## src/rtl/img_pixel_tx_pkg.sv

```systemverilog
// Shared constants, state encoding and pixel mapping for the image pixel transmitter.
// Optional feature: define PIX_INVERT_EN to emit 255 minus each buffered pixel.
package img_pixel_tx_pkg;

  localparam int unsigned IMG_W      = 28;
  localparam int unsigned IMG_PIXELS = IMG_W * IMG_W;
  localparam int unsigned ADDR_W     = 10;
  localparam int unsigned WORD_W     = 32;
  localparam int unsigned PIX_W      = 8;

  typedef enum logic [1:0] {
    IDLE = 2'd0,
    LOAD = 2'd1,
    SEND = 2'd2,
    DONE = 2'd3
  } tx_state_t;

  // Maps a buffered pixel to the value written to image memory.
  function automatic logic [PIX_W-1:0] pix_map(input logic [PIX_W-1:0] p);
`ifdef PIX_INVERT_EN
    return 8'hFF - p;
`else
    return p;
`endif
  endfunction

endpackage

```

## src/rtl/img_pixel_tx_word_fifo.sv

```systemverilog
// Word buffer between the host and the pixel unpacker. The head word is read
// straight from the storage registers, so a pop consumes it in the same cycle.
// A push into a full buffer is accepted when a pop happens in the same cycle.
module word_fifo #(
  parameter int unsigned DEPTH = 4,
  parameter int unsigned WIDTH = 32
) (
  input  logic             clk,
  input  logic             reset,
  input  logic             wr,
  input  logic [WIDTH-1:0] wr_data,
  input  logic             rd,
  output logic [WIDTH-1:0] rd_data,
  output logic             full,
  output logic             empty
);

  localparam int unsigned PW = (DEPTH > 1) ? $clog2(DEPTH) : 1;

  logic [WIDTH-1:0] mem [DEPTH];
  logic [PW-1:0]    wp;
  logic [PW-1:0]    rp;
  logic [PW:0]      count;
  logic             wr_ok;
  logic             rd_ok;

  // Flags, accept qualifiers and head-word read.
  always_comb begin
    full    = (count == (PW+1)'(DEPTH));
    empty   = (count == '0);
    rd_ok   = rd && !empty;
    wr_ok   = wr && (!full || rd_ok);
    rd_data = mem[rp];
  end

  // Storage, pointers and occupancy count.
  always_ff @(posedge clk or negedge reset) begin
    if (!reset) begin
      wp    <= '0;
      rp    <= '0;
      count <= '0;
      for (int unsigned i = 0; i < DEPTH; i++) begin
        mem[i] <= '0;
      end
    end else begin
      if (wr_ok) begin
        mem[wp] <= wr_data;
        wp      <= wp + PW'(1);
      end
      if (rd_ok) begin
        rp <= rp + PW'(1);
      end
      case ({wr_ok, rd_ok})
        2'b10:   count <= count + (PW+1)'(1);
        2'b01:   count <= count - (PW+1)'(1);
        default: count <= count;
      endcase
    end
  end

endmodule

```

## src/rtl/img_pixel_tx.sv

```systemverilog
// Image pixel transmitter: buffers packed 32-bit host words and writes them to
// image memory one 8-bit pixel per accepted cycle, lane 0 (bits [7:0]) first.
// Optional feature: define PIX_INVERT_EN to write 255 minus each pixel.
module img_pixel_tx
  import img_pixel_tx_pkg::*;
#(
  parameter int unsigned IMG_PIXELS = img_pixel_tx_pkg::IMG_PIXELS,
  parameter int unsigned FIFO_DEPTH = 4
) (
  input  logic        clk,
  input  logic        reset,
  input  logic        start,
  input  logic        host_wr,
  input  logic [31:0] host_data,
  output logic        host_full,
  input  logic        mem_ready,
  output logic        mem_we,
  output logic [9:0]  mem_addr,
  output logic [7:0]  mem_data,
  output logic        busy,
  output logic        done
);

  localparam logic [ADDR_W-1:0] LAST_ADDR = ADDR_W'(IMG_PIXELS - 1);

  tx_state_t         state, state_n;
  logic [ADDR_W-1:0] addr, addr_n;
  logic [1:0]        lane, lane_n;
  logic [WORD_W-1:0] word, word_n;
  logic [WORD_W-1:0] head;
  logic              pop;
  logic              empty;
  logic              fifo_wr;

  // Host words arriving while idle are dropped before reaching the buffer.
  always_comb begin
    fifo_wr = host_wr && (state != IDLE);
  end

  word_fifo #(
    .DEPTH (FIFO_DEPTH),
    .WIDTH (WORD_W)
  ) u_fifo (
    .clk     (clk),
    .reset   (reset),
    .wr      (fifo_wr),
    .wr_data (host_data),
    .rd      (pop),
    .rd_data (head),
    .full    (host_full),
    .empty   (empty)
  );

  // State, address counter, lane index and unpack register.
  always_ff @(posedge clk or negedge reset) begin
    if (!reset) begin
      state <= IDLE;
      addr  <= '0;
      lane  <= '0;
      word  <= '0;
    end else begin
      state <= state_n;
      addr  <= addr_n;
      lane  <= lane_n;
      word  <= word_n;
    end
  end

  // Next-state logic: pops happen on LOAD and on lane-3 completion for a bubble-free stream.
  always_comb begin
    state_n = state;
    addr_n  = addr;
    lane_n  = lane;
    word_n  = word;
    pop     = 1'b0;
    case (state)
      IDLE, DONE: begin
        if (start) begin
          state_n = LOAD;
          addr_n  = '0;
        end
      end
      LOAD: begin
        if (!empty) begin
          pop     = 1'b1;
          word_n  = head;
          lane_n  = '0;
          state_n = SEND;
        end
      end
      SEND: begin
        if (mem_ready) begin
          if (addr == LAST_ADDR) begin
            // Any lanes left in the final word are discarded.
            state_n = DONE;
          end else begin
            addr_n = addr + ADDR_W'(1);
            if (lane == 2'd3) begin
              lane_n = '0;
              if (!empty) begin
                pop    = 1'b1;
                word_n = head;
              end else begin
                state_n = LOAD;
              end
            end else begin
              lane_n = lane + 2'd1;
            end
          end
        end
      end
      default: state_n = IDLE;
    endcase
  end

  // Outputs decoded from state; data is forced to zero whenever no write is offered.
  always_comb begin
    mem_we   = (state == SEND);
    mem_addr = addr;
    mem_data = (state == SEND) ? pix_map(word[{lane, 3'b000} +: PIX_W]) : '0;
    busy     = (state == LOAD) || (state == SEND);
    done     = (state == DONE);
  end

endmodule

```

## config.mk

```make
export PLATFORM = sky130hd
export DESIGN_NAME = img_pixel_tx
export DESIGN_NICKNAME = d
export VERILOG_FILES = /design/src/rtl/img_pixel_tx_pkg.sv /design/src/rtl/img_pixel_tx_word_fifo.sv /design/src/rtl/img_pixel_tx.sv
export SDC_FILE = /design/constraint.sdc
export NUM_CORES = 1
export LEC_CHECK = 0
export CORE_ASPECT_RATIO = 1.75
export CORE_MARGIN = 5
export CORE_UTILIZATION = 35
export DETAILED_ROUTE_END_ITERATION = 10
export GPL_ROUTABILITY_DRIVEN = 1
export GPL_TIMING_DRIVEN = 0
export PLACE_DENSITY = 0.58
export SYNTH_ARGS = -nofsm -noshare
export SYNTH_HDL_FRONTEND = slang
export SYNTH_SLANG_ARGS = --single-unit
export TNS_END_PERCENT = 20
```

## constraint.sdc

```tcl
create_clock -name clk -period 8.8 [get_ports clk]
set_input_delay 1.76 -clock clk [delete_from_list [all_inputs] [get_ports clk]]
set_output_delay 1.76 -clock clk [all_outputs]
set_load 0.01 [all_outputs]
```

Yosys cells after proc, flatten, opt, wreduce, memory -nomap -nowiden
Index checks and enable logic that the tools add are counted.
Word-level totals
  bits in registers: 181
  bits of input ports: 37
  output and inout port bits: 22
  logic and storage cells: 91
Cells by class
  add/subtract/negate cells: 6
  order comparisons: 3
  equal/unequal tests: 15
  shift operators: 1
  mux-type cells: 34
  bitwise operators: 2
  reduce and logical (&&, ||, !) cells: 19
Operator list (number)
  2-to-1 mux 32 bit: 7
  bitwise mux 128 bit: 1
  binary-select mux 32 bit (select 2 bit): 1
  demux 32 bit (select 2 bit): 1
  case mux 32 bit (2 select lines): 1
  variable part select 32 x 6 -> 8 bit: 1
  2-to-1 mux 10 bit: 3
  2-to-1 mux 2 bit: 10
  case mux 10 bit (2 select lines): 1
  AND reduction 4 bit: 3
  adder 10 x 1 -> 10 bit (second input constant): 1
  equality test 10 bit (second input constant): 1
  equality test 2 bit (second input constant): 4
  2-to-1 mux 8 bit: 1
  inequality test 2 bit (second input constant): 4
  nonzero test 2 bit: 4
  adder 2 x 1 -> 2 bit (second input constant): 3
  >= comparator 3 bit (second input constant): 2
  inequality test 3 x 1 -> 1 bit (second input constant): 2
  inverter 2 -> 3 bit: 2
  case mux 2 bit (3 select lines): 1
  case mux 3 bit (2 select lines): 1
  AND reduction 5 bit: 1
  equality test 2 x 1 -> 1 bit (second input constant): 2
  other kinds (14): 22

Depth between registers and ports, before layout
Gate-level depths: netlist of the first run.
  depth after elaboration: 11
  gate-level depth with buffers: 13

By module
A second synthesis of the first run with hierarchy kept.
Unflattened totals
  cell total of the unflattened synthesis: 547
  area total of the unflattened synthesis: 8429.3 um^2
By module, submodules not included
  word_fifo: times used 1, cells each 349, area each 5973.2 um^2
  img_pixel_tx: times used 1, cells each 198, area each 2456.1 um^2

Worst setup path after synthesis of the first run
No wires, ideal clock.
  kind: input port to flip-flop
  from: input host_wr
  to: register u_fifo.count[1]
  setup time: 0.083 ns
  data arrival time: 3.564 ns
  required time: 8.717 ns
  slack: 5.153 ns
  stages: 8
  path buffers: 0
  cells stage by stage: nand2b_1 > a21oi_1 > or2_2 > inv_1 > ha_1 > inv_1 > fa_1 > o21ai_0
Between the ends
  longest elaborated chain between the ends: 4
  elaborated cells on any way between the ends: 6
  classes of those cells: eq/ne (2); mux (1); reduce/logical (3)
Ends and longest elaborated chain
  start: declaration: RTL line img_pixel_tx.sv:13  | input logic host_wr,
  logical AND 1 bit *: RTL line img_pixel_tx.sv:37  | fifo_wr = host_wr && (state != IDLE);
  logical AND 1 bit *: RTL line img_pixel_tx_word_fifo.sv:32  | wr_ok = wr && (!full || rd_ok);
  equality test 2 x 1 -> 1 bit or equality test 2 bit (tied branches): RTL line img_pixel_tx_word_fifo.sv:53  | case ({wr_ok, rd_ok})
  case mux 3 bit (2 select lines) or nonzero test 2 bit (tied branches)
  end signal: assignment: RTL line img_pixel_tx_word_fifo.sv:54  | 2'b10: count <= count + (PW+1)'(1);
  end signal: assignment: RTL line img_pixel_tx_word_fifo.sv:55  | 2'b01: count <= count - (PW+1)'(1);
  end signal: assignment: RTL line img_pixel_tx_word_fifo.sv:56  | default: count <= count;
  end: declaration: RTL line img_pixel_tx_word_fifo.sv:23  | logic [PW:0] count;
Every way passes the cells marked *; elsewhere a longest branch is shown, timed or not.
A chain may end at the register's enable or synchronous reset.

Worst setup path after layout of the first run
  from: register lane[0]
  to: output mem_data[4]
Between the ends
  longest elaborated chain between the ends: 2
Ends and longest elaborated chain
  start: declaration: RTL line img_pixel_tx.sv:28  | logic [1:0] lane, lane_n;
  start signal: assignment: RTL line img_pixel_tx.sv:64  | lane <= lane_n;
  variable part select 32 x 6 -> 8 bit: RTL line img_pixel_tx.sv:120  | mem_data = (state == SEND) ? pix_map(word[{lane, 3'b000} +: PIX_W]) : '0;
  2-to-1 mux 8 bit: RTL line img_pixel_tx.sv:120
  end: declaration: RTL line img_pixel_tx.sv:19  | output logic [7:0] mem_data,
Every way passes these cells.

==> results of run 1 <==
==> registers in the layout, summed over array words and instances (netlist names) <==
name	cells
u_fifo.mem	128
word	32
mem_addr	10
u_fifo.count	3
lane	2
state	2
u_fifo.rp	2
u_fifo.wp	2
==> report_power, final <==
part           switching, mW  internal [mW]  total (mW)
sequential             0.219           1.24        1.46
clock                  0.324          0.424       0.748
combinational          0.628          0.816        1.44
==> through the flow <==
stage,std cells,total power [mW]
after floorplan,537,2.51
after global placement,899,2.87
after detailed placement,900,2.96
after CTS,932,3.72
after global routing,932,3.90
final,932,3.65
==> cells by family after synthesis <==
| group | Yosys count | synth area share, % |
|---|---|---|
| mux | 202 | 32.6 |
| flops | 181 | 54.2 |
| simple gates | 51 | 3.52 |
| fa+ha+maj | 12 | 1.89 |
| xor+xnor | 9 | 0.943 |
| compound gates | 40 | 3.73 |
| buf+inv | 42 | 3.13 |
==> worst max-delay path: stages (launching register included) <==
cell and delay, ps:
dfrtp_1 400, buf_1 620, mux4_2 580, and2_1 200, clkdlybuf4s50_1 490
==> placed cells by master (no fill, tap or decap), types with 7 or more instances in the layout <==
| master | n |
|---|---|
| nor2_1 | 10 |
| dfrtp_1 | 181 |
| nand2_1 | 11 |
| and2_1 | 8 |
| clkbuf_1 | 10 |
| ha_1 | 11 |
| clkbuf_16 | 17 |
| a22o_1 | 7 |
| mux4_2 | 40 |
| mux2_2 | 41 |
| mux2_1 | 120 |
| o21ai_0 | 10 |
| buf_6 | 12 |
| clkdlybuf4s50_1 | 57 |
| inv_1 | 12 |
==> final cells by class <==
cell class / instances / area [um2]
clock buffers: 19 / 443
well taps: 304 / 380
inverters: 12 / 45.0
clock inverters: 13 / 131
plain buffers: 30 / 216
fillers: 2097 / 13500
multi-input cells: 314 / 3570
flip-flops and latches: 181 / 4530
repair buffers: 59 / 613
==> final timing paths <==
kind                                                to  cells after the start  slack, ps                       start
setup / recovery                           mem_data[4]                      4       4300         lane[0]$_DFFE_PN0P_
hold / removal              u_fifo.mem[53]$_DFFE_PN0P_                      1        490  u_fifo.mem[53]$_DFFE_PN0P_
setup reg to reg           u_fifo.count[1]$_DFFE_PN0P_                     11       5680        state[0]$_DFFE_PN0P_
hold reg to reg             u_fifo.mem[53]$_DFFE_PN0P_                      1        490  u_fifo.mem[53]$_DFFE_PN0P_
max in group asynchronous         word[27]$_DFFE_PN0P_                      2       6600                       reset
min in group asynchronous   u_fifo.mem[78]$_DFFE_PN0P_                      1       1230                       reset
==> per-layer routing <==
layer | share of wire, % | up-vias | track usage, %
met5 | 0 | - | 0
met4 | 2.0 | 0 | 5.33
met3 | 2.6 | 20 | 2.87
met2 | 57 | 71 | 26.9
met1 | 38 | 2500 | 16.1
li1 | - | 2128 | -
==> flow_metrics.env, run 1 <==
export IMPL_n_antenna_cell=0
export IMPL_avgSynthCellArea_um2=15.6
export IMPL_hold_viol=0
export IMPL_synth_area_top_cells="dfrtp_1 54%, mux2_1 16%, mux4_2 11%, mux2_2 5.5%, ha_1 1.6%"
export IMPL_powerDensity_nw_per_um2=368
export IMPL_hold_ws_ps=486
export IMPL_dieArea_um2=27200
export IMPL_setup_worst_path_class="reg2out"
export IMPL_clock_sinks=181
export IMPL_arrival_ps=2740
export IMPL_rsz0062_at_grt="false"
export IMPL_grt_max_degree=132
export IMPL_slew_headroom_pct=37.5
export IMPL_die_width_um=127
export IMPL_dr_pass1_iters=4
export IMPL_ctsResizeCount=0
export IMPL_die_h_um=214
export IMPL_fin_nets=664
export IMPL_area_delta_synth_final_pct=18.8
export IMPL_yosys_area_top_type="dfrtp_1"
export IMPL_path_clk_slew_ps=70
export IMPL_netlist_area_um2=8360
export IMPL_io_pins=59
export IMPL_worst_slack_ps=4300
export IMPL_tns_ps=0
export IMPL_fmax_mhz=222
export IMPL_status="completed"
export IMPL_synthTopCellsByCount="181 x dfrtp_1, 120 x mux2_1, 41 x mux2_2"
export IMPL_cts_max_level=4
export IMPL_drc=0
export IMPL_synth_cells=537
export IMPL_cts_setup_buffers=0
export IMPL_portBuffers=58
export IMPL_cts_buffers=17
export IMPL_holdCritPathClass="reg2reg"
export IMPL_cp_data_required_time_ps=7040
export IMPL_routedWlPerCell_um=19.8
export IMPL_synth_seq_cells=181
export IMPL_synthDistinctLibCells=41
export IMPL_drv_slew=0
export IMPL_p_leak_nw=4.13
export IMPL_end_kind="primary output"
export IMPL_vias_per_cell=5.06
export IMPL_period_share_pct=51.1
export IMPL_coreArea_um2=23400
export IMPL_ys_seq_area_share_pct=54.2
export IMPL_path_max_fanout=10
export IMPL_synth_most_common_cell="dfrtp_1"
export IMPL_ys_warn_count=0
export IMPL_clock_latency_ps=440
export IMPL_root_buffer="clkbuf_16"
export IMPL_cap_violations=0
export IMPL_drt_antenna_violating_nets=0
export IMPL_place_area_um2=9350
export IMPL_track_usage_pct=14.5
export IMPL_grt_overflow=0
export IMPL_place_hpwl_um=13500
export IMPL_cp_start_kind="flop"
export IMPL_place_ws_ps=4470
export IMPL_initial_core_util_pct=35.7
export IMPL_grt_pass1_vias=5449
export IMPL_worst_pin_slew_ps=937
export IMPL_setup_viol=0
export IMPL_synth_edf_count=0
export IMPL_globalplace_congestion=0.777
export IMPL_syn_num_nets=586
export IMPL_hold_buffers=0
export IMPL_synth_top_area_share_pct=54.2
export IMPL_clock_path_buffers=2
export IMPL_irDropWorstVdd_uv=163
export IMPL_async_reset_ff_share_pct=100
export IMPL_fin_skew_ps=12.4
export IMPL_finish_utilization_pct=42.4
export IMPL_drive_gt1_share_pct=22.6
export IMPL_rows=74
export IMPL_design_area_um2=9920
export IMPL_synth_top_flop_cell="dfrtp_1"
export IMPL_antenna_found_initial=0
export IMPL_cts_tree="done"
export IMPL_drtIter0Drc=218
export IMPL_grt_pass1_wl_um=30600
export IMPL_period_minus_slack_ps=4500
export IMPL_totalWireLength_um=18500
export IMPL_vias=4719
Note: power is estimated with default switching activity, not from simulation.
==> run 2: changes to the inputs <==
==> constraint.sdc (replaced) <==
create_clock -name clk -period 4.42 [get_ports clk]
set_input_delay 0.884 -clock clk [delete_from_list [all_inputs] [get_ports clk]]
set_output_delay 0.884 -clock clk [all_outputs]
set_load 0.01 [all_outputs]
==> results of run 2 <==
Same layout as run 1 (identical final DEF). Status: completed.
Among the figures that moved: setup slack after placement 4470 ps -> 962 ps; setup slack after layout 4300 ps -> 800 ps; hold slack 486 ps -> 358 ps; register-to-register setup slack 5680 ps -> 1300 ps; total power 3.65 mW -> 7.28 mW; worst IR drop on VDD 163 uV -> 325 uV
==> run 3: changes to the inputs <==
==> constraint.sdc (replaced) <==
create_clock -name clk -period 3.6 [get_ports clk]
set_input_delay 0.72 -clock clk [delete_from_list [all_inputs] [get_ports clk]]
set_output_delay 0.72 -clock clk [all_outputs]
set_load 0.01 [all_outputs]
==> run 3 against run 2 <==
  * Clock power grew 23%
  * Via count is the same
  * Combinational power grew 23%
  * Utilization is essentially flat
  * Wire length is essentially flat
  * Die area is the same
  * Clock-buffer cell count is the same
  * Sequential power grew 23%
  * First-iteration DRC count grew 1.4%
  * Cell count is the same
==> flow_metrics.env, run 3 (synthesis gave the netlist of run 1 again) <==
export IMPL_status="completed"
export IMPL_portBuffers=58
export IMPL_hold_viol=0
export IMPL_grt_overflow=0
export IMPL_drtIter0Drc=221
export IMPL_area_delta_synth_final_pct=18.8
export IMPL_vias_per_cell=5.06
export IMPL_tns_ps=0
export IMPL_slew_headroom_pct=37.5
export IMPL_place_hpwl_um=13500
export IMPL_root_buffer="clkbuf_16"
export IMPL_largest_reg_flops=128
export IMPL_cap_violations=0
export IMPL_fin_nets=664
export IMPL_switching_share_pct=32.1
export IMPL_antenna_found_initial=0
export IMPL_cp_slowest_cell="clkdlybuf4s50_1"
export IMPL_irDropWorstVdd_uv=399
export IMPL_multi_input_area_um2=3570
export IMPL_fillers=2097
export IMPL_drv_slew=0
export IMPL_worst_pin_slew_ps=937
export IMPL_totalWireLength_um=18500
export IMPL_setup_viol=0
export IMPL_cts_max_level=4
export IMPL_p_seq_share_pct=40.0
export IMPL_end_kind="primary output"
export IMPL_clock_sinks=181
export IMPL_n_antenna_cell=0
export IMPL_die_h_um=214
export IMPL_drive_gt1_share_pct=22.8
export IMPL_period_share_pct=91.4
export IMPL_clock_latency_ps=440
export IMPL_dieArea_um2=27200
export IMPL_rsz0062_at_grt="false"
export IMPL_final_cell_mix="181 x dfrtp_1, 120 x mux2_1, 57 x clkdlybuf4s50_1"
export IMPL_globalplace_congestion=0.777
export IMPL_path_max_fanout=10
export IMPL_initial_core_util_pct=35.7
export IMPL_rows=74
export IMPL_grt_max_degree=132
export IMPL_cp_start_kind="flop"
export IMPL_r2r_start="state[0]$_DFFE_PN0P_"
export IMPL_worst_slack_ps=310
export IMPL_cts_buffers=17
export IMPL_seq_area_um2=4530
export IMPL_track_usage_pct=14.5
export IMPL_p_leak_nw=4.13
export IMPL_cts_setup_buffers=0
export IMPL_design_area_um2=9930
export IMPL_vias=4719
export IMPL_cp_data_required_time_ps=2880
export IMPL_powerDensity_nw_per_um2=900
export IMPL_finish_utilization_pct=42.4
export IMPL_period_minus_slack_ps=3290
export IMPL_die_width_um=127
export IMPL_critPathMaxStageDelay_ps=560
export IMPL_grt_pass1_vias=5449
export IMPL_fmax_mhz=304
export IMPL_regMostFlops="u_fifo.mem"
export IMPL_dr_pass1_iters=4
export IMPL_layout_commonest_cell="dfrtp_1"
export IMPL_arrival_ps=2570
export IMPL_drt_antenna_violating_nets=0
export IMPL_internal_power_mw=6.07
export IMPL_place_ws_ps=306
export IMPL_io_pins=59
export IMPL_timing_rr_end="u_fifo.count[1]$_DFFE_PN0P_"
export IMPL_place_area_um2=9350
export IMPL_holdCritPathClass="in2async"
export IMPL_drc=0
export IMPL_path_clk_slew_ps=70
export IMPL_r2r_setup_slack_ps=480
export IMPL_coreArea_um2=23400
export IMPL_cts_tree="done"
export IMPL_routedWlPerCell_um=19.8
export IMPL_r2r_cells=11
export IMPL_switching_power_mw=2.86
export IMPL_grt_pass1_wl_um=30600
export IMPL_path_cells="inv_1, ha_1, buf_2, clkbuf_1, and2_1, clkdlybuf4s50_1"
export IMPL_clock_path_buffers=2
export IMPL_comb_power_share_pct=39.5
export IMPL_power_frac_clock_pct=20.5
export IMPL_fin_skew_ps=11.1
export IMPL_setup_worst_path_class="reg2out"
-- run 3: cell types whose count changed in the layout (fill, tap and decap cells not counted) --
cell      delta
clkbuf_2     +1
buf_1        -1
-- run 3: power groups by stage --
| stage | Clock, mW | Sequential, mW | Combinational [mW] |
|---|---|---|---|
| after floorplan | 0 | 3.38 | 2.75 |
| final | 1.83 | 3.57 | 3.53 |
| after CTS | 1.88 | 3.58 | 3.64 |
| after global routing | 1.95 | 3.69 | 3.89 |
| after detailed placement | 0 | 3.62 | 3.63 |
| after global placement | 0 | 3.52 | 3.50 |
-- run 3: how the worst max path moves through the flow --
stage / from / depth (start not counted) / endpoint / slack (ps)
floorplan: mem_addr[4]$_DFFE_PN0P_ / 11 / u_fifo.count[2]$_DFFE_PN0P_ / 710
global placement: reset / 1 / mem_addr[6]$_DFFE_PN0P_ / -5160
detailed placement: host_wr / 9 / u_fifo.count[1]$_DFFE_PN0P_ / 310
CTS: lane[0]$_DFFE_PN0P_ / 4 / mem_data[4] / 70
global route: state[0]$_DFFE_PN0P_ / 6 / mem_data[0] / 140
finish: state[0]$_DFFE_PN0P_ / 6 / mem_data[3] / 310
-- run 3: final cells by class --
type,count,share of cell area [%]
clock buffer,19,4.46
multi-input combinational,314,35.9
inverter,12,0.454
tap,304,3.83
buffer,30,2.19
sequential,181,45.6
timing repair buffer,59,6.18
clock inverter,13,1.32
-- run 3: what timing repair did --
action / in CTS / in global routing
setup endpoints to repair: 0 / 7
hold buffers: 0 / 0
gates resized for setup: 0 / 2
-- run 3: routing by layer --
metal | vias to the layer above | track usage, % | part of all wire (%) | routed length [um]
li1 | 2128 | - | - | -
met1 | 2499 | 16.1 | 38 | 7100
met2 | 72 | 26.9 | 57 | 10500
met3 | 20 | 2.87 | 2.6 | 484
met4 | 0 | 5.33 | 2.0 | 373
met5 | - | 0 | 0 | 0
-- run 3: metrics by stage --
stage / cells / total power [mW] / hold WS, ps
after floorplan: 537 / 6.13 / 424
after global placement: 899 / 7.02 / 468
after detailed placement: 900 / 7.24 / 475
after CTS: 932 / 9.10 / 191
after global routing: 932 / 9.52 / 210
final: 932 / 8.93 / 194
-- run 3: critical path, delay by kind of cell, from the launching register on --
family	cells	cell delay [ps]
and+or+nand+nor	1	250
adders and majority gates	1	200
buffers and inverters	4	1260
DFF	1	420
